===== src/rtl/l4_bg_sequencer_pkg.sv =====
// l4_bg_sequencer_pkg
// Shared definitions for the L4 temporal bitgroup sequencer:
//   PREC_*         precision field encodings (one 2-bit field per operand)
//   get_bg_steps   number of 2-bit slices an operand occupies (4/2/1)
//   state_e        sequencer FSM states
package l4_bg_sequencer_pkg;

  localparam logic [1:0] PREC_8B  = 2'b00;
  localparam logic [1:0] PREC_4B  = 2'b10;
  localparam logic [1:0] PREC_2B  = 2'b11;
  localparam logic [1:0] PREC_ILL = 2'b01;

  typedef enum logic [1:0] {IDLE, RUN, DRAIN, DONE} state_e;

  // The illegal 01 code falls into the 8b case on purpose.
  function automatic logic [2:0] get_bg_steps(input logic [1:0] prec_field);
    case (prec_field)
      PREC_4B: return 3'd2;
      PREC_2B: return 3'd1;
      default: return 3'd4;
    endcase
  endfunction

endpackage


===== src/rtl/l4_bg_sequencer_if.sv =====
// l4_bg_sequencer_if
// Bundles the job input handshake, the array-side slice bus and the result
// handshake of the L4 bitgroup sequencer.
//   prec/in_valid/in_ready/a/w            job input
//   bg_valid/bg_a/bg_w/bg_a_sgn/bg_w_sgn  slice pair to the array
//   psum                                  partial sum back from the array
//   out_valid/out_ready/out               dot-product result
//   prec_err                              sticky illegal-precision flag
// Modports: slave = sequencer side, master = surrounding datapath.
interface l4_bg_sequencer_if #(
  parameter int N      = 4,
  parameter int PSUM_W = 5 + $clog2(N),
  parameter int OUT_W  = 16 + $clog2(N)
);
  logic [3:0]              prec;
  logic                    in_valid;
  logic                    in_ready;
  logic [8*N-1:0]          a;
  logic [8*N-1:0]          w;
  logic                    bg_valid;
  logic [2*N-1:0]          bg_a;
  logic [2*N-1:0]          bg_w;
  logic                    bg_a_sgn;
  logic                    bg_w_sgn;
  logic signed [PSUM_W-1:0] psum;
  logic                    out_valid;
  logic                    out_ready;
  logic signed [OUT_W-1:0] out;
  logic                    prec_err;

  modport slave (
    input  prec, in_valid, a, w, psum, out_ready,
    output in_ready, bg_valid, bg_a, bg_w, bg_a_sgn, bg_w_sgn,
           out_valid, out, prec_err
  );

  modport master (
    output prec, in_valid, a, w, psum, out_ready,
    input  in_ready, bg_valid, bg_a, bg_w, bg_a_sgn, bg_w_sgn,
           out_valid, out, prec_err
  );
endinterface


===== src/rtl/l4_bg_sequencer_bg_slicer.sv =====
// l4_bg_sequencer_bg_slicer
// Combinational lane slicer: picks bitgroup idx (bits [2*idx+1:2*idx]) from
// every 8-bit lane of a packed operand and flags it as the signed top
// bitgroup when idx is the last of the operand's steps.
//   ops    in  8*N  packed operands, lane k at [8k+7:8k]
//   idx    in  2    bitgroup index
//   steps  in  3    slices per operand (4/2/1)
//   slice  out 2*N  selected 2-bit slice per lane
//   sgn    out 1    slice is the operand's top (signed) bitgroup
module l4_bg_sequencer_bg_slicer #(
  parameter int N = 4
) (
  input  logic [8*N-1:0] ops,
  input  logic [1:0]     idx,
  input  logic [2:0]     steps,
  output logic [2*N-1:0] slice,
  output logic           sgn
);

  always_comb begin
    slice = '0;
    for (int k = 0; k < N; k++) begin
      slice[2*k +: 2] = ops[8*k + 2*int'(idx) +: 2];
    end
    sgn = ({1'b0, idx} == (steps - 3'd1));
  end

endmodule


===== src/rtl/l4_bg_sequencer.sv =====
// l4_bg_sequencer
// Temporal bitgroup controller for the L4 multiplier array. Latches one job of
// N signed 8b activation/weight lane pairs, issues 2-bit slice pairs to the
// array one per cycle (weight bitgroup outer, activation bitgroup inner),
// shift-accumulates the returned partial sums and hands back one dot product.
//   clk, rst        clock, synchronous active-high reset
//   bus (slave)     job input, slice bus, psum return, result, prec_err
// Parameters: N lanes, ARR_LAT array latency (0..3), PSUM_W, OUT_W.
// Optional build macro BG_SEQ_ZERO_SKIP_EN: slice pairs whose activation or
// weight slices are zero across all lanes are not issued (result unchanged).
//
// state | meaning
// IDLE  | in_ready high, waiting for a job
// RUN   | issuing one slice pair per cycle
// DRAIN | waiting for the last psums to leave the array pipeline
// DONE  | out_valid high, result held until out_ready
module l4_bg_sequencer
  import l4_bg_sequencer_pkg::*;
#(
  parameter int N       = 4,
  parameter int ARR_LAT = 1,
  parameter int PSUM_W  = 5 + $clog2(N),
  parameter int OUT_W   = 16 + $clog2(N)
) (
  input  logic             clk,
  input  logic             rst,
  l4_bg_sequencer_if.slave bus
);

  localparam logic [1:0] S_IDLE  = IDLE;
  localparam logic [1:0] S_RUN   = RUN;
  localparam logic [1:0] S_DRAIN = DRAIN;
  localparam logic [1:0] S_DONE  = DONE;

  localparam int DL = (ARR_LAT == 0) ? 1 : ARR_LAT;

  logic [1:0]              state, state_nxt;
  logic [8*N-1:0]          a_q, w_q;
  logic [2:0]              sa_q, sw_q, sa_in, sw_in;
  logic [3:0]              a_nz, w_nz;
  logic [15:0]             mask_q, mask_init, mask_left;
  logic [3:0]              cur, shift_now, dly_shift;
  logic                    accept, issue, pending, dly_valid, prec_err_q;
  logic [DL-1:0]           dv;
  logic [3:0]              dsh [DL];
  logic signed [OUT_W-1:0] acc, psum_ext;
  logic [2*N-1:0]          bg_a, bg_w;
  logic                    bg_a_sgn, bg_w_sgn;

  assign accept = (state == S_IDLE) && bus.in_valid;

`ifdef BG_SEQ_ZERO_SKIP_EN
  always_comb begin
    a_nz = '0;
    w_nz = '0;
    for (int i = 0; i < 4; i++) begin
      for (int k = 0; k < N; k++) begin
        a_nz[i] = a_nz[i] | (|bus.a[8*k + 2*i +: 2]);
        w_nz[i] = w_nz[i] | (|bus.w[8*k + 2*i +: 2]);
      end
    end
  end
`else
  assign a_nz = 4'hF;
  assign w_nz = 4'hF;
`endif

  // One bit per (i,j) slice pair at index 4*j+i; the lowest set bit is the
  // next pair to issue, which yields j-outer / i-inner order. Skipped pairs
  // simply never get a bit.
  always_comb begin
    sa_in     = get_bg_steps(bus.prec[3:2]);
    sw_in     = get_bg_steps(bus.prec[1:0]);
    mask_init = '0;
    for (int j = 0; j < 4; j++) begin
      for (int i = 0; i < 4; i++) begin
        mask_init[4*j+i] = (3'(i) < sa_in) && (3'(j) < sw_in) && a_nz[i] && w_nz[j];
      end
    end
  end

  always_comb begin
    cur = '0;
    for (int k = 15; k >= 0; k--) begin
      if (mask_q[k]) cur = 4'(k);
    end
    mask_left = mask_q & ~(16'd1 << cur);
    issue     = (state == S_RUN) && (mask_q != '0);
    shift_now = {({1'b0, cur[3:2]} + {1'b0, cur[1:0]}), 1'b0};
  end

  l4_bg_sequencer_bg_slicer #(.N(N)) u_slice_a (
    .ops(a_q), .idx(cur[1:0]), .steps(sa_q), .slice(bg_a), .sgn(bg_a_sgn)
  );

  l4_bg_sequencer_bg_slicer #(.N(N)) u_slice_w (
    .ops(w_q), .idx(cur[3:2]), .steps(sw_q), .slice(bg_w), .sgn(bg_w_sgn)
  );

  // Delay line mirrors the array latency so each psum meets its own shift.
  always_ff @(posedge clk) begin
    if (rst) begin
      dv <= '0;
      for (int k = 0; k < DL; k++) dsh[k] <= '0;
    end else begin
      dv[0]  <= issue;
      dsh[0] <= shift_now;
      for (int k = 1; k < DL; k++) begin
        dv[k]  <= dv[k-1];
        dsh[k] <= dsh[k-1];
      end
    end
  end

  generate
    if (ARR_LAT == 0) begin : g_comb_array
      assign dly_valid = issue;
      assign dly_shift = shift_now;
    end else begin : g_piped_array
      assign dly_valid = dv[DL-1];
      assign dly_shift = dsh[DL-1];
    end
  endgenerate

  // Only stages that will still hold a psum next cycle keep DRAIN waiting;
  // the output stage is consumed in the current cycle.
  always_comb begin
    pending = 1'b0;
    for (int k = 0; k < DL - 1; k++) pending = pending | dv[k];
  end

  assign psum_ext = {{(OUT_W-PSUM_W){bus.psum[PSUM_W-1]}}, bus.psum};

  always_comb begin
    state_nxt = state;
    case (state)
      S_IDLE:  if (bus.in_valid) state_nxt = S_RUN;
      // An empty mask only happens when every pair was skipped.
      S_RUN:   if (mask_left == '0)
                 state_nxt = ((ARR_LAT == 0) || (mask_q == '0)) ? S_DONE : S_DRAIN;
      S_DRAIN: if (!pending) state_nxt = S_DONE;
      S_DONE:  if (bus.out_ready) state_nxt = S_IDLE;
      default: state_nxt = S_IDLE;
    endcase
  end

  always_ff @(posedge clk) begin
    if (rst) begin
      state      <= S_IDLE;
      a_q        <= '0;
      w_q        <= '0;
      sa_q       <= 3'd4;
      sw_q       <= 3'd4;
      mask_q     <= '0;
      acc        <= '0;
      prec_err_q <= 1'b0;
    end else begin
      state <= state_nxt;
      if (dly_valid) acc <= acc + (psum_ext <<< dly_shift);
      if (accept) begin
        a_q    <= bus.a;
        w_q    <= bus.w;
        sa_q   <= sa_in;
        sw_q   <= sw_in;
        mask_q <= mask_init;
        acc    <= '0;
        if ((bus.prec[3:2] == PREC_ILL) || (bus.prec[1:0] == PREC_ILL)) prec_err_q <= 1'b1;
      end else if (state == S_RUN) begin
        mask_q <= mask_left;
      end
    end
  end

  assign bus.in_ready  = (state == S_IDLE);
  assign bus.bg_valid  = issue;
  assign bus.bg_a      = bg_a;
  assign bus.bg_w      = bg_w;
  assign bus.bg_a_sgn  = bg_a_sgn;
  assign bus.bg_w_sgn  = bg_w_sgn;
  assign bus.out_valid = (state == S_DONE);
  assign bus.out       = acc;
  assign bus.prec_err  = prec_err_q;

endmodule


===== src/flat_wrapper.sv =====
// flat-port wrapper written by rule: the top's interface ports become plain ports
module l4_bg_sequencer_flat import l4_bg_sequencer_pkg::*;
#(
  parameter int N       = 4,
  parameter int ARR_LAT = 1,
  parameter int PSUM_W  = 5 + $clog2(N),
  parameter int OUT_W   = 16 + $clog2(N)
)
  (clk, rst, bus_prec, bus_in_valid, bus_a, bus_w, bus_psum, bus_out_ready, bus_in_ready, bus_bg_valid, bus_bg_a, bus_bg_w, bus_bg_a_sgn, bus_bg_w_sgn, bus_out_valid, bus_out, bus_prec_err);
  l4_bg_sequencer_if #(.N(N), .PSUM_W(PSUM_W), .OUT_W(OUT_W)) bus_i ();
  input  logic clk;
  input  logic rst;
  input wire logic [$bits(bus_i.prec)-1:0] bus_prec;
  input wire logic [$bits(bus_i.in_valid)-1:0] bus_in_valid;
  input wire logic [$bits(bus_i.a)-1:0] bus_a;
  input wire logic [$bits(bus_i.w)-1:0] bus_w;
  input wire logic [$bits(bus_i.psum)-1:0] bus_psum;
  input wire logic [$bits(bus_i.out_ready)-1:0] bus_out_ready;
  output wire logic [$bits(bus_i.in_ready)-1:0] bus_in_ready;
  output wire logic [$bits(bus_i.bg_valid)-1:0] bus_bg_valid;
  output wire logic [$bits(bus_i.bg_a)-1:0] bus_bg_a;
  output wire logic [$bits(bus_i.bg_w)-1:0] bus_bg_w;
  output wire logic [$bits(bus_i.bg_a_sgn)-1:0] bus_bg_a_sgn;
  output wire logic [$bits(bus_i.bg_w_sgn)-1:0] bus_bg_w_sgn;
  output wire logic [$bits(bus_i.out_valid)-1:0] bus_out_valid;
  output wire logic [$bits(bus_i.out)-1:0] bus_out;
  output wire logic [$bits(bus_i.prec_err)-1:0] bus_prec_err;
  assign bus_i.prec = bus_prec;
  assign bus_i.in_valid = bus_in_valid;
  assign bus_i.a = bus_a;
  assign bus_i.w = bus_w;
  assign bus_i.psum = bus_psum;
  assign bus_i.out_ready = bus_out_ready;
  assign bus_in_ready = bus_i.in_ready;
  assign bus_bg_valid = bus_i.bg_valid;
  assign bus_bg_a = bus_i.bg_a;
  assign bus_bg_w = bus_i.bg_w;
  assign bus_bg_a_sgn = bus_i.bg_a_sgn;
  assign bus_bg_w_sgn = bus_i.bg_w_sgn;
  assign bus_out_valid = bus_i.out_valid;
  assign bus_out = bus_i.out;
  assign bus_prec_err = bus_i.prec_err;
  l4_bg_sequencer #(.N(N), .ARR_LAT(ARR_LAT), .PSUM_W(PSUM_W), .OUT_W(OUT_W)) u_core (.clk(clk), .rst(rst), .bus(bus_i));
endmodule

===== config.mk =====
export PLATFORM = sky130hd
export DESIGN_NAME = l4_bg_sequencer_flat
export DESIGN_NICKNAME = d
export VERILOG_FILES = /design/src/rtl/l4_bg_sequencer_pkg.sv /design/src/rtl/l4_bg_sequencer_if.sv /design/src/rtl/l4_bg_sequencer_bg_slicer.sv /design/src/rtl/l4_bg_sequencer.sv /design/src/flat_wrapper.sv
export SDC_FILE = /design/constraint.sdc
export NUM_CORES = 1
export LEC_CHECK = 0
export CORE_MARGIN = 4
export CORE_UTILIZATION = 56
export DETAILED_ROUTE_END_ITERATION = 10
export PLACE_DENSITY_LB_ADDON = 0.3
export REMOVE_ABC_BUFFERS = 1
export SYNTH_ARGS = -nofsm -noshare
export SYNTH_HDL_FRONTEND = slang
export SYNTH_SLANG_ARGS = --single-unit

===== constraint.sdc =====
create_clock -name clk -period 10.9 [get_ports clk]
set_clock_uncertainty 0.2 [all_clocks]
set_input_delay 1.09 -clock clk [delete_from_list [all_inputs] [get_ports clk]]
set_output_delay 1.09 -clock clk [all_outputs]
set_load 0.01 [all_outputs]

## Word-level counts from Yosys, hierarchy flattened

Memories as Yosys holds them, arrays and structs flattened.
Index checks and enable logic that the tools add are counted.

| word-level totals | value |
|---|---|
| flip-flop bits (word level) | 108 |
| output and inout port bits | 40 |
| memory bits (writable) | 3 |
| memories kept | 1 |
| logic and storage cells | 112 |

Memory list:

| memory | depth | width | read ports | clocked after Yosys merged registers in | wr ports | RTL line | RTL |
|---|---|---|---|---|---|---|---|
| u_core.dsh | 1 | 3 | 1 | 0 | 1 | l4_bg_sequencer.sv:45 | `logic [3:0] dsh [DL];` |

| operators by class | value |
|---|---|
| add/subtract/negate cells | 10 |
| eq/ne operators | 14 |
| order comparisons | 8 |
| mux-type cells | 30 |
| shift operators | 10 |
| bitwise gates (word level) | 2 |
| reductions and logical operators | 28 |

Operators with widths:

| cell | count |
|---|---|
| indexed part select 32 x 7 -> 2 bit | 4 |
| 2-to-1 mux 4 bit | 16 |
| indexed part select 32 x 4 -> 2 bit | 2 |
| indexed part select 32 x 6 -> 2 bit | 2 |
| zero test 16 bit | 2 |
| 2-to-1 mux 16 bit | 2 |
| adder 5 x 3 -> 6 bit, first input constant | 4 |
| adder 18 bit | 1 |
| logical AND 1 bit | 18 |
| <<< shifter 7 x 4 -> 18 bit | 1 |
| AND 16 bit | 1 |
| inverter 16 bit | 1 |
| nonzero test 16 bit | 1 |
| << shifter 1 x 4 -> 16 bit, first input constant | 1 |
| == test 2 bit, second input constant | 6 |
| < comparator 1 x 3 -> 1 bit, first input constant | 4 |
| < comparator 2 x 3 -> 1 bit, first input constant | 4 |
| one-hot mux 3 bit (2 select lines) | 2 |
| adder 4 x 3 -> 5 bit, first input constant | 2 |
| one-hot mux 2 bit (4 select lines) | 1 |
| == test 2 x 1 -> 1 bit, second input constant | 3 |
| == test 2 x 3 -> 1 bit | 2 |
| 2-to-1 mux 2 bit | 3 |
| inequality test 2 bit, second input constant | 3 |
| other kinds (11) | 16 |

## Depth between registers and ports, before layout

Gate-level depths: netlist (run 1).

| depth | value |
|---|---|
| word-level depth | 22 |
| mapped depth | 16 |
| depth with buffers taken out | 15 |

## Cells and area by module

From an unflattened synthesis (run 1), not the netlist that was laid out.

| unflattened totals | value |
|---|---|
| cells, all modules | 752 |
| area, all modules | 6044.5 um^2 |

By module, submodules not included:

| module | area an instance (um^2) | cells each | sequential area each (um^2) | instances |
|---|---|---|---|---|
| l4_bg_sequencer | 5549.1 | 718 | 2222.1 | 1 |
| l4_bg_sequencer_bg_slicer | 247.7 | 17 | 0.0 | 2 |

## Worst setup path after synthesis (run 1)

Ideal clock, no wire load.

| timing | value |
|---|---|
| path kind | input port to flip-flop |
| start | in bus_psum[0] |
| end | reg u_core.acc[14], in the netlist u_core.bus.out[14] |
| library setup time | 86 ps |
| arrival | 3599 ps |
| path buffers | 0 |
| setup slack | 7015 ps |
| stages | 12 |
| cell sequence | mux2_2 nor3b_1 ha_1 nor2b_1 o21a_1 a311o_1 o31a_1 a41oi_1 nand2b_1 a21boi_0 xnor2_1 a211oi_1 |

| on the way | value |
|---|---|
| longest elaborated chain between the ends | 2 |

RTL lines:

| element | RTL line | RTL |
|---|---|---|
| start: declaration | flat_wrapper.sv:17 | `input wire logic [$bits(bus_i.psum)-1:0] bus_psum;` |
| <<< shifter 7 x 4 -> 18 bit | l4_bg_sequencer.sv:159 | `if (dly_valid) acc <= acc + (psum_ext <<< dly_shift);` |
| adder 18 bit | l4_bg_sequencer.sv:159 |  |
| end signal: assignment | l4_bg_sequencer.sv:159 |  |
| end: declaration | l4_bg_sequencer.sv:46 | `logic signed [OUT_W-1:0] acc, psum_ext;` |

No other way between the ends.
A chain may end at the register's enable or synchronous reset.

## Worst setup path after layout (run 1)

| timing | value |
|---|---|
| start | reg u_core.mask_q[13] |
| end | out bus_bg_w[2] |

| on the way | value |
|---|---|
| longest elaborated chain between the ends | 16 |

RTL lines:

| element | RTL line | RTL |
|---|---|---|
| start: declaration | l4_bg_sequencer.sv:41 | `logic [15:0] mask_q, mask_init, mask_left;` |
| start signal: assignment | l4_bg_sequencer.sv:165 | `mask_q <= mask_init;` |
| start signal: assignment | l4_bg_sequencer.sv:169 | `mask_q <= mask_left;` |
| 2-to-1 mux 4 bit (14 in series) | l4_bg_sequencer.sv:85 | `if (mask_q[k]) cur = 4'(k);` |
| adder 4 x 3 -> 5 bit | l4_bg_sequencer_bg_slicer.sv:23 | `slice[2*k +: 2] = ops[8*k + 2*int'(idx) +: 2];` |
| indexed part select 32 x 6 -> 2 bit | l4_bg_sequencer_bg_slicer.sv:23 |  |
| end: declaration | flat_wrapper.sv:22 | `output wire logic [$bits(bus_i.bg_w)-1:0] bus_bg_w;` |

No other way between the ends.

==> summary.json, run 1 <==
{
  "grt_pass1_vias": 5820,
  "synthesis.instances": 815,
  "tritoncts.num_buffers": 9,
  "timing.critical_path.fanout_max": 12,
  "cts_repair_resize_count": 0,
  "critPathTopFamily": "compound AO/OA/AOI/OAI gates",
  "worstPathBufferInverterCount": 2,
  "io_pins": 119,
  "ctsHoldBuffers": 0,
  "avgViaCountPerCell": 5.77,
  "placementRows": 37,
  "critical_path_class": "register to output port",
  "grt_overflow_total": 0,
  "drc": 0,
  "final.setup.tns_ps": 0,
  "synth_sequential_area_ratio_pct": 36.6,
  "synth-edff-count": 0,
  "cts_tree": "built",
  "setup_viol": 0,
  "htreeDepth": 3,
  "grt_pass1_wl_um": 27000,
  "wl_per_cell_um": 15.8,
  "unrepaired_setup_endpoints_after_global_routing": "no",
  "yosys_warnings": 0,
  "cp_slowest_stage_delay_ps": 940,
  "netlist_area_before_placement_um2": 6080,
  "syn_avg_cell_area_um2": 7.46,
  "crit_path_end_kind": "output port",
  "chipWidth_um": 112,
  "syn2layout_area_growth_pct": 22.9,
  "async_reset_ff_share_pct": 0,
  "antennaDiodeCount": 0,
  "final.min_clock_period_ps": 5140,
  "finalMaxSlewViolations": 0,
  "slew-limit-headroom_pct": 19.9,
  "routabilityCongestion": 0.938,
  "setup.worst_path.start_class": "register",
  "worst-endpoint-arrival_ps": 3850,
  "grt_start_max_net_pins": 95,
  "finalHoldViolations": 0,
  "drt-pass1-iter-count": 5,
  "worst-endpoint-required_ps": 9610,
  "ant_nets": 0,
  "die_outline_area_um2": 12600,
  "path_cells": "nor4_1, nor2_1, o21ai_0, clkinv_1, a31oi_1, clkdlybuf4s50_1",
  "insertion_delay_ps": 390,
  "buffer_ports.inserted": 118,
  "core_area_um2": 10500,
  "classification_of_the_worst_slack_hold_path": "register to register",
  "grt_antenna_before_repair": 0,
  "critical-path-slowest-cell": "o21ai_0",
  "worst_ir_drop_vdd_mv": 0.153,
  "tritoncts_num_sinks": 111,
  "power_per_cell_area_nw_per_um2": 232,
  "clock-root-buffer": "clkbuf_8",
  "groute.usage.overall_pct": 25.6,
  "hpwl_um": 11600,
  "count_of_distinct_cell_types_in_the_synthesized_netlist": 59,
  "post-place-cells": 1028,
  "postCtsSetupBuffers": 0,
  "drv.max_cap_violation_count": 0,
  "ys_ff_latch": 111,
  "postRouteWirelength_um": 16500,
  "num_vias": 6018,
  "clk_pin_slew_ps": 110,
  "first_iter_violations": 461,
  "max_clock_freq_mhz": 194,
  "run_status": "finished clean",
  "timing_worst_slew_pin_value_ps": 1190,
  "nNetsFinal": 1009,
  "drive_gt1_share_pct": 4.85,
  "cts_max_path_buffers": 2,
  "layout_worst_path_cycle_share_pct": 47.2,
  "power.leakage_nw": 2.83,
  "fin_cells": 1043,
  "chipHeight_um": 112,
  "synth_ff_type": "dfxtp_1",
  "initial_util_pct": 58.1
}
==> per-layer routing <==
| layer | track usage [%] | wire length [µm] | up-vias |
|---|---|---|---|
| li1 | - | - | 2983 |
| met1 | 31.4 | 7000 | 2774 |
| met2 | 44.4 | 8120 | 225 |
| met3 | 5.98 | 975 | 36 |
| met4 | 8.01 | 382 | 0 |
| met5 | 0 | 0 | - |
==> flip-flops by register name, indices dropped and copies added (netlist names) <==
register             flops
u_core.w_q              32
u_core.dly_valid         1
u_core.sa_q              3
u_core.bus.out          18
u_core.state             2
u_core.mask_q           16
u_core.dsh               3
u_core.sw_q              3
u_core.bus.prec_err      1
u_core.a_q              32
==> cell usage after synthesis, types with 2 or more instances <==
| library cell | number | area, µm² |
|---|---|---|
| nor2b_1 | 11 | 68.8 |
| or3_1 | 6 | 37.5 |
| xor2_1 | 6 | 52.6 |
| a21o_1 | 6 | 45.0 |
| nor2_1 | 64 | 240 |
| a21oi_1 | 102 | 510 |
| mux2_2 | 12 | 135 |
| nand2_1 | 210 | 788 |
| buf_1 | 12 | 45.0 |
| a211oi_1 | 8 | 60.1 |
| nand3_1 | 9 | 45.0 |
| nor4_1 | 3 | 18.8 |
| nand3b_1 | 4 | 30.0 |
| a41oi_1 | 2 | 17.5 |
| ha_1 | 25 | 313 |
| mux2i_1 | 13 | 130 |
| inv_2 | 2 | 7.51 |
| o21ai_0 | 14 | 70.1 |
| nor3_1 | 13 | 65.1 |
| clkinv_1 | 2 | 7.51 |
| xnor2_1 | 11 | 96.3 |
| and2_1 | 4 | 25.0 |
| o22ai_1 | 6 | 37.5 |
| and3_1 | 11 | 68.8 |
| o311ai_0 | 2 | 17.5 |
| inv_1 | 22 | 82.6 |
| o31ai_1 | 5 | 37.5 |
| nand2b_1 | 11 | 68.8 |
| o21a_1 | 3 | 22.5 |
| a21boi_0 | 2 | 15.0 |
| fa_1 | 2 | 40.0 |
| dfxtp_1 | 111 | 2220 |
| a211o_1 | 4 | 35.0 |
| clkbuf_1 | 33 | 124 |
| o211ai_1 | 10 | 75.1 |
| a31oi_1 | 30 | 188 |
| nor3b_1 | 2 | 15.0 |
==> cells in the final DEF, fill, tap and decap left out, types with 8 or more instances in the layout <==
cell type / count
o21ai_0: 14
clkdlybuf4s50_1: 117
clkbuf_8: 9
ha_1: 25
nand2b_1: 11
a211oi_1: 8
a21oi_1: 102
inv_1: 22
xnor2_1: 11
and3_1: 11
mux2i_1: 13
dfxtp_1: 111
a31oi_1: 30
o211ai_1: 10
nor2b_1: 11
mux2_2: 12
nand2_1: 209
nor3_1: 13
nor2_1: 64
nand3_1: 9
==> cell families (layout without fill, tap and decap cells) <==
group / Yosys count / after routing / share of synthesized area [%]
AO/OA/AOI/OAI: 208 / 208 / 21.2
multiplexers: 25 / 25 / 4.36
XOR/XNOR: 17 / 17 / 2.45
buffers and inverters: 72 / 164 / 4.47
AND/OR/NAND/NOR: 355 / 355 / 25.1
adder cells (fa/ha/maj): 27 / 27 / 5.80
flip-flops: 111 / 111 / 36.6
==> tightest hold or removal path: stages (launching register included) <==
cell and delay [ps]:
dfxtp_1 330, nand2_1 50, a21oi_1 50
==> final timing paths <==
check	start	to	slack, ps	cells past startpoint
min	u_core.w_q[25]$_SDFFE_PP0P_	u_core.w_q[25]$_SDFFE_PP0P_	260	2
max reg2reg	u_core.dsh[0][0]$_SDFF_PP0_	u_core.bus.out[14]$_SDFFE_PP0P_	7060	12
max	u_core.mask_q[13]$_SDFFE_PP0P_	bus_bg_w[2]	5760	6
min reg2reg	u_core.w_q[25]$_SDFFE_PP0P_	u_core.w_q[25]$_SDFFE_PP0P_	260	2
==> stage by stage <==
| step | hold slack, ps | utilization [%] | area [µm²] | total power, mW | setup WS, ps |
|---|---|---|---|---|---|
| 6_report | 264 | 71.4 | 7470 | 1.73 | 5760 |
| 2_1_floorplan | 227 | - | 5900 | 1.14 | 6990 |
| 3_3_place_gp | 239 | 69.7 | 7290 | 1.48 | 6130 |
| 4_1_cts | 262 | 71.4 | 7470 | 1.74 | 5710 |
| 5_1_grt | 276 | 71.4 | 7470 | 1.86 | 5490 |
| 3_5_place_dp | 247 | 69.7 | 7290 | 1.50 | 6190 |
==> final cells by class <==
cell class	count	area (µm²)
timing repair buffer	123	1210
clock buffer	9	124
sequential	111	2220
fill	857	2990
inverter	26	97.6
tap	136	170
clock inverter	6	55.1
multi-input combinational	632	3590
==> where the power goes <==
group          leakage [nW]  internal (mW)  switching (mW)  total (mW)
Clock                0.0941         0.0860           0.150       0.236
Sequential            0.909          0.481          0.0700       0.551
Combinational          1.83          0.407           0.540       0.947
Total                  2.83          0.974           0.760        1.73
Note: power is estimated with default switching activity, not from simulation.
==> inputs of run 2 (changes only) <==
--- a/config.mk
+++ b/config.mk
@@ -6,7 +6,7 @@
 export NUM_CORES = 1
 export LEC_CHECK = 0
 export CORE_MARGIN = 4
-export CORE_UTILIZATION = 56
+export CORE_UTILIZATION = 52
 export DETAILED_ROUTE_END_ITERATION = 10
 export PLACE_DENSITY_LB_ADDON = 0.3
 export REMOVE_ABC_BUFFERS = 1
==> constraint.sdc (replaced) <==
create_clock -name clk -period 5 [get_ports clk]
set_clock_uncertainty 0.2 [all_clocks]
set_input_delay 0.5 -clock clk [delete_from_list [all_inputs] [get_ports clk]]
set_output_delay 0.5 -clock clk [all_outputs]
set_load 0.01 [all_outputs]
==> summary.json, run 2 (synthesis gave the netlist of run 1 again) <==
{
  "run_status": "finished clean",
  "drive_gt1_share_pct": 5.37,
  "clock-root-buffer": "clkbuf_16",
  "worst-endpoint-arrival_ps": 3450,
  "routabilityCongestion": 0.918,
  "r2r_setup_slack_ps": 1220,
  "ant_nets": 0,
  "drt-pass1-iter-count": 4,
  "timing_worst_slew_pin_value_ps": 971,
  "tritoncts_num_sinks": 111,
  "grt_antenna_before_repair": 0,
  "buffer_ports.inserted": 118,
  "grt_pass1_wl_um": 25600,
  "cts_tree": "built",
  "num_vias": 5869,
  "io_pins": 119,
  "critical-path-slowest-cell": "clkdlybuf4s50_1",
  "slew-limit-headroom_pct": 35.3,
  "tritoncts.num_buffers": 9,
  "insertion_delay_ps": 350,
  "initial_util_pct": 53.2,
  "ctsHoldBuffers": 0,
  "finalMaxSlewViolations": 0,
  "critical_path_class": "register to output port",
  "nNetsFinal": 1013,
  "timing.critical_path.fanout_max": 18,
  "layout_worst_path_cycle_share_pct": 83.1,
  "cts_repair_resize_count": 0,
  "grt_start_max_net_pins": 95,
  "classification_of_the_worst_slack_hold_path": "register to register",
  "first_iter_violations": 429,
  "wl_per_cell_um": 14.7,
  "die_outline_area_um2": 13500,
  "worst-endpoint-required_ps": 4300,
  "core_area_um2": 11400,
  "final.fill_count": 1017,
  "postCtsSetupBuffers": 0,
  "hpwl_um": 10700,
  "setup.worst_path.start_class": "register",
  "drc": 0,
  "power.leakage_nw": 2.90,
  "path_cells": "nor4_1, nand2_1, nand2_1, buf_4, clkinv_1, xnor2_1, a211oi_1, clkdlybuf4s50_1",
  "drv.max_cap_violation_count": 0,
  "setup_viol": 0,
  "htreeDepth": 3,
  "crit_path_end_kind": "output port",
  "chipHeight_um": 116,
  "syn2layout_area_growth_pct": 25.6,
  "max_clock_freq_mhz": 241,
  "cts_max_path_buffers": 2,
  "top_library_cells_by_usage_in_the_layout_fill_and_taps_aside": "209 x nand2_1, 117 x clkdlybuf4s50_1, 111 x dfxtp_1",
  "mostFrequentLayoutCell": "nand2_1",
  "unrepaired_setup_endpoints_after_global_routing": "no",
  "antennaDiodeCount": 0,
  "final.min_clock_period_ps": 4150,
  "postRouteWirelength_um": 15500,
  "grt_pass1_vias": 5490,
  "grt_overflow_total": 0,
  "power_per_cell_area_nw_per_um2": 522,
  "final_core_util_pct": 66.9,
  "placementRows": 39,
  "clk_pin_slew_ps": 80,
  "worst_ir_drop_vdd_mv": 0.383,
  "cp_common_cell": "nand2_1",
  "avgViaCountPerCell": 5.56,
  "groute.usage.overall_pct": 23.2,
  "finalHoldViolations": 0,
  "chipWidth_um": 116,
  "final.setup.tns_ps": 0,
  "cp_slowest_stage_delay_ps": 620
}
[run 2: stage by stage]
stage | power (mW) | std cells | setup WS [ps] | area, µm² | hold slack [ps]
5_1_grt | 4.27 | 1055 | 633 | 7630 | 271
3_5_place_dp | 3.25 | 1039 | 998 | 7330 | 247
3_3_place_gp | 3.25 | 1039 | 1040 | 7330 | 241
2_1_floorplan | 2.49 | 769 | 1590 | 5900 | 227
4_1_cts | 3.99 | 1055 | 822 | 7630 | 257
6_report | 3.98 | 1055 | 846 | 7630 | 255
[run 2: where the power goes]
part	leakage [nW]	internal [mW]	switching, mW	total [mW]
clock network	0.146	0.374	0.344	0.718
logic	1.85	0.907	1.16	2.07
registers	0.909	1.05	0.151	1.20
[run 2: layout make-up]
type	count	area [µm²]	share of cell area [%]
multi-input combinational	632	3590	47.0
sequential	111	2220	29.1
timing repair buffer	127	1240	16.3
clock buffer	11	253	3.31
tap	143	179	2.34
inverter	26	97.6	1.28
clock inverter	5	50.0	0.656
[run 2: metal layers]
metal	vias to the layer above	part of all wire [%]	wire, µm	track usage, %
met5	-	0	0	0
met4	0	1.2	180	5.72
met3	15	7.0	1080	6.27
met2	167	46	7100	37.1
met1	2693	46	7100	31.4
li1	2994	-	-	-
[run 2: critical path: cells and delay by family (launching register included)]
family                 cells  cell delay, ps
AO/OA/AOI/OAI              1             270
flip-flops                 1             370
buffers and inverters      3            1360
AND/OR/NAND/NOR            3             810
XOR/XNOR                   1             290
[run 2: worst paths after layout]
kind | startpoint | endpoint | cells after the start
setup reg to reg | u_core.dsh[0][0]$_SDFF_PP0_ | u_core.bus.out[14]$_SDFFE_PP0P_ | 12
hold reg to reg | u_core.a_q[29]$_SDFFE_PP0P_ | u_core.a_q[29]$_SDFFE_PP0P_ | 2
hold / removal | u_core.a_q[29]$_SDFFE_PP0P_ | u_core.a_q[29]$_SDFFE_PP0P_ | 2
setup / recovery | u_core.mask_q[12]$_SDFFE_PP0P_ | bus_bg_w_sgn | 8
==> inputs of run 3 (changes only) <==
--- a/config.mk
+++ b/config.mk
@@ -6,7 +6,7 @@
 export NUM_CORES = 1
 export LEC_CHECK = 0
 export CORE_MARGIN = 4
-export CORE_UTILIZATION = 52
+export CORE_UTILIZATION = 47
 export DETAILED_ROUTE_END_ITERATION = 10
 export PLACE_DENSITY_LB_ADDON = 0.3
 export REMOVE_ABC_BUFFERS = 1
==> constraint.sdc (replaced) <==
create_clock -name clk -period 3.6 [get_ports clk]
set_clock_uncertainty 0.2 [all_clocks]
set_input_delay 0.36 -clock clk [delete_from_list [all_inputs] [get_ports clk]]
set_output_delay 0.36 -clock clk [all_outputs]
set_load 0.01 [all_outputs]
==> summary.json, run 3 (synthesis gave the netlist of run 1 again) <==
{
  "timing.critical_path.fanout_max": 18,
  "final_power_mw": 5.77,
  "first_iter_violations": 520,
  "finalMaxSlewViolations": 0,
  "layout_worst_path_cycle_share_pct": 97.2,
  "drv.max_cap_violation_count": 0,
  "drt-pass1-iter-count": 5,
  "run_status": "finished clean",
  "timing.hold.worst_path_depth": 2,
  "num_vias": 6018,
  "worstPathBufferInverterCount": 2,
  "r2r_end": "u_core.bus.out[17]$_SDFFE_PP0P_",
  "r2r_setup_slack_ps": 180,
  "syn2layout_area_growth_pct": 30.5,
  "grt_antenna_before_repair": 0,
  "final.fill_count": 1163,
  "clk_pin_slew_ps": 80,
  "placementRows": 41,
  "buffer_ports.inserted": 118,
  "timing_worst_slew_pin_value_ps": 863,
  "initial_util_pct": 48.2,
  "die_outline_area_um2": 14800,
  "grt_pass1_wl_um": 26300,
  "cp_common_cell": "nand2_1",
  "grt_overflow_total": 0,
  "critical-path-slowest-cell": "clkdlybuf4s50_1",
  "setup_viol": 0,
  "wl_per_cell_um": 14.5,
  "worstReg2RegStart": "u_core.dsh[0][0]$_SDFF_PP0_",
  "chipHeight_um": 122,
  "insertion_delay_ps": 350,
  "final.min_clock_period_ps": 3500,
  "io_pins": 119,
  "setup.worst_path.start": "u_core.mask_q[1]$_SDFFE_PP0P_",
  "finalHoldViolations": 0,
  "core_area_um2": 12600,
  "path_cells": "or2_1, or3_1, nor2_1, nand2_1, inv_6, nand2_1, and3_1, a31oi_1, clkdlybuf4s50_1",
  "drive_gt1_share_pct": 8.66,
  "ff_latch_area_um2": 2220,
  "classification_of_the_worst_slack_hold_path": "register to register",
  "avgViaCountPerCell": 5.44,
  "max_clock_freq_mhz": 286,
  "final.setup.tns_ps": 0,
  "worst_ir_drop_vdd_mv": 0.437,
  "clock-root-buffer": "clkbuf_16",
  "chipWidth_um": 122,
  "top_library_cells_by_usage_in_the_layout_fill_and_taps_aside": "209 x nand2_1, 117 x clkdlybuf4s50_1, 109 x dfxtp_1",
  "mostFrequentLayoutCell": "nand2_1",
  "antennaDiodeCount": 0,
  "power_per_cell_area_nw_per_um2": 727,
  "slew-limit-headroom_pct": 42.5,
  "multi_input_comb_area_um2": 3640,
  "cp.depth": 9,
  "cts_max_path_buffers": 2,
  "routabilityCongestion": 0.928,
  "tritoncts.num_buffers": 9,
  "ctsHoldBuffers": 0,
  "nNetsFinal": 1036,
  "grt_start_max_net_pins": 87,
  "worst-endpoint-required_ps": 3040,
  "hpwl_um": 11200,
  "worst_case_reg_to_reg_path_depth": 13,
  "placedInstanceArea_um2": 7550,
  "postLayoutCellArea_um2": 7930,
  "critical_path_class": "register to output port",
  "ant_nets": 0,
  "htreeDepth": 3,
  "critPathCapture": "bus_bg_w[0]",
  "grt_pass1_vias": 5577,
  "cts_tree": "built",
  "groute.usage.overall_pct": 21.6,
  "tritoncts_num_sinks": 111,
  "cp_slowest_stage_delay_ps": 580,
  "critPathTopFamily": "simple AND/OR/NAND/NOR gates",
  "power.leakage_nw": 3.05,
  "postRouteWirelength_um": 16100,
  "drc": 0,
  "crit_path_end_kind": "output port",
  "setup.worst_path.start_class": "register",
  "worst-endpoint-arrival_ps": 2940
}
[run 3: layer usage]
metal	track usage (%)	up-vias	wire length, µm
met5	0	-	0
met4	4.76	0	140
met3	5.52	16	1150
met2	35.6	209	7590
met1	28.7	2744	7170
li1	-	3049	-
[run 3: per-stage QoR]
step                cells  setup WS (ps)  util, %  hold slack, ps
floorplan             769            191        -             226
global placement     1091           -105     59.8             241
detailed placement   1091           -165     59.8             247
CTS                  1107          0.434     62.4             257
global route         1107          -17.4     62.8             274
finish               1107            101     62.8             254
[run 3: what timing repair did]
| item | 4_1_cts | 5_1_grt |
|---|---|---|
| buffers inserted | 0 | 0 |
| resized for setup | 1 | 17 |
| setup endpoints to repair | 2 | 19 |
| pin swaps | 0 | 2 |
[run 3: worst min-delay path by stage]
stage,from,endpoint,slack (ps)
2_1_floorplan,rst,u_core.state[0]$_SDFFE_PP0P_,230
3_3_place_gp,u_core.a_q[15]$_SDFFE_PP0P_,u_core.a_q[15]$_SDFFE_PP0P_,240
3_5_place_dp,u_core.a_q[12]$_SDFFE_PP0P_,u_core.a_q[12]$_SDFFE_PP0P_,250
4_1_cts,u_core.a_q[12]$_SDFFE_PP0P_,u_core.a_q[12]$_SDFFE_PP0P_,260
5_1_grt,u_core.w_q[14]$_SDFFE_PP0P_,u_core.w_q[14]$_SDFFE_PP0P_,270
6_report,u_core.a_q[12]$_SDFFE_PP0P_,u_core.a_q[12]$_SDFFE_PP0P_,250
[run 3: worst register-to-register path, cell delays in order (launching register included)]
cell and delay, ps:
dfxtp_2 430, buf_4 150, mux2_2 360, a21oi_1 160, o22ai_1 100, ha_1 210, or4_1 550, or3_1 310
o21ai_0 80, a21oi_1 90, a31oi_1 220, mux2i_1 240, xnor2_1 130, nor2_1 50
[run 3: area by class of cell]
class	instances	area share, %
clock inverters	4	0.773
clock buffers	12	3.23
repair buffers	150	18.0
inverters	26	1.33
well taps	172	2.71
flip-flops and latches	111	28.0
multi-input cells	632	45.9
[run 3: report_power, final]
| group | internal, mW | switching [mW] | leakage (nW) |
|---|---|---|---|
| Clock | 0.590 | 0.475 | 0.157 |
| Combinational | 1.37 | 1.68 | 1.99 |
| Sequential | 1.46 | 0.200 | 0.909 |
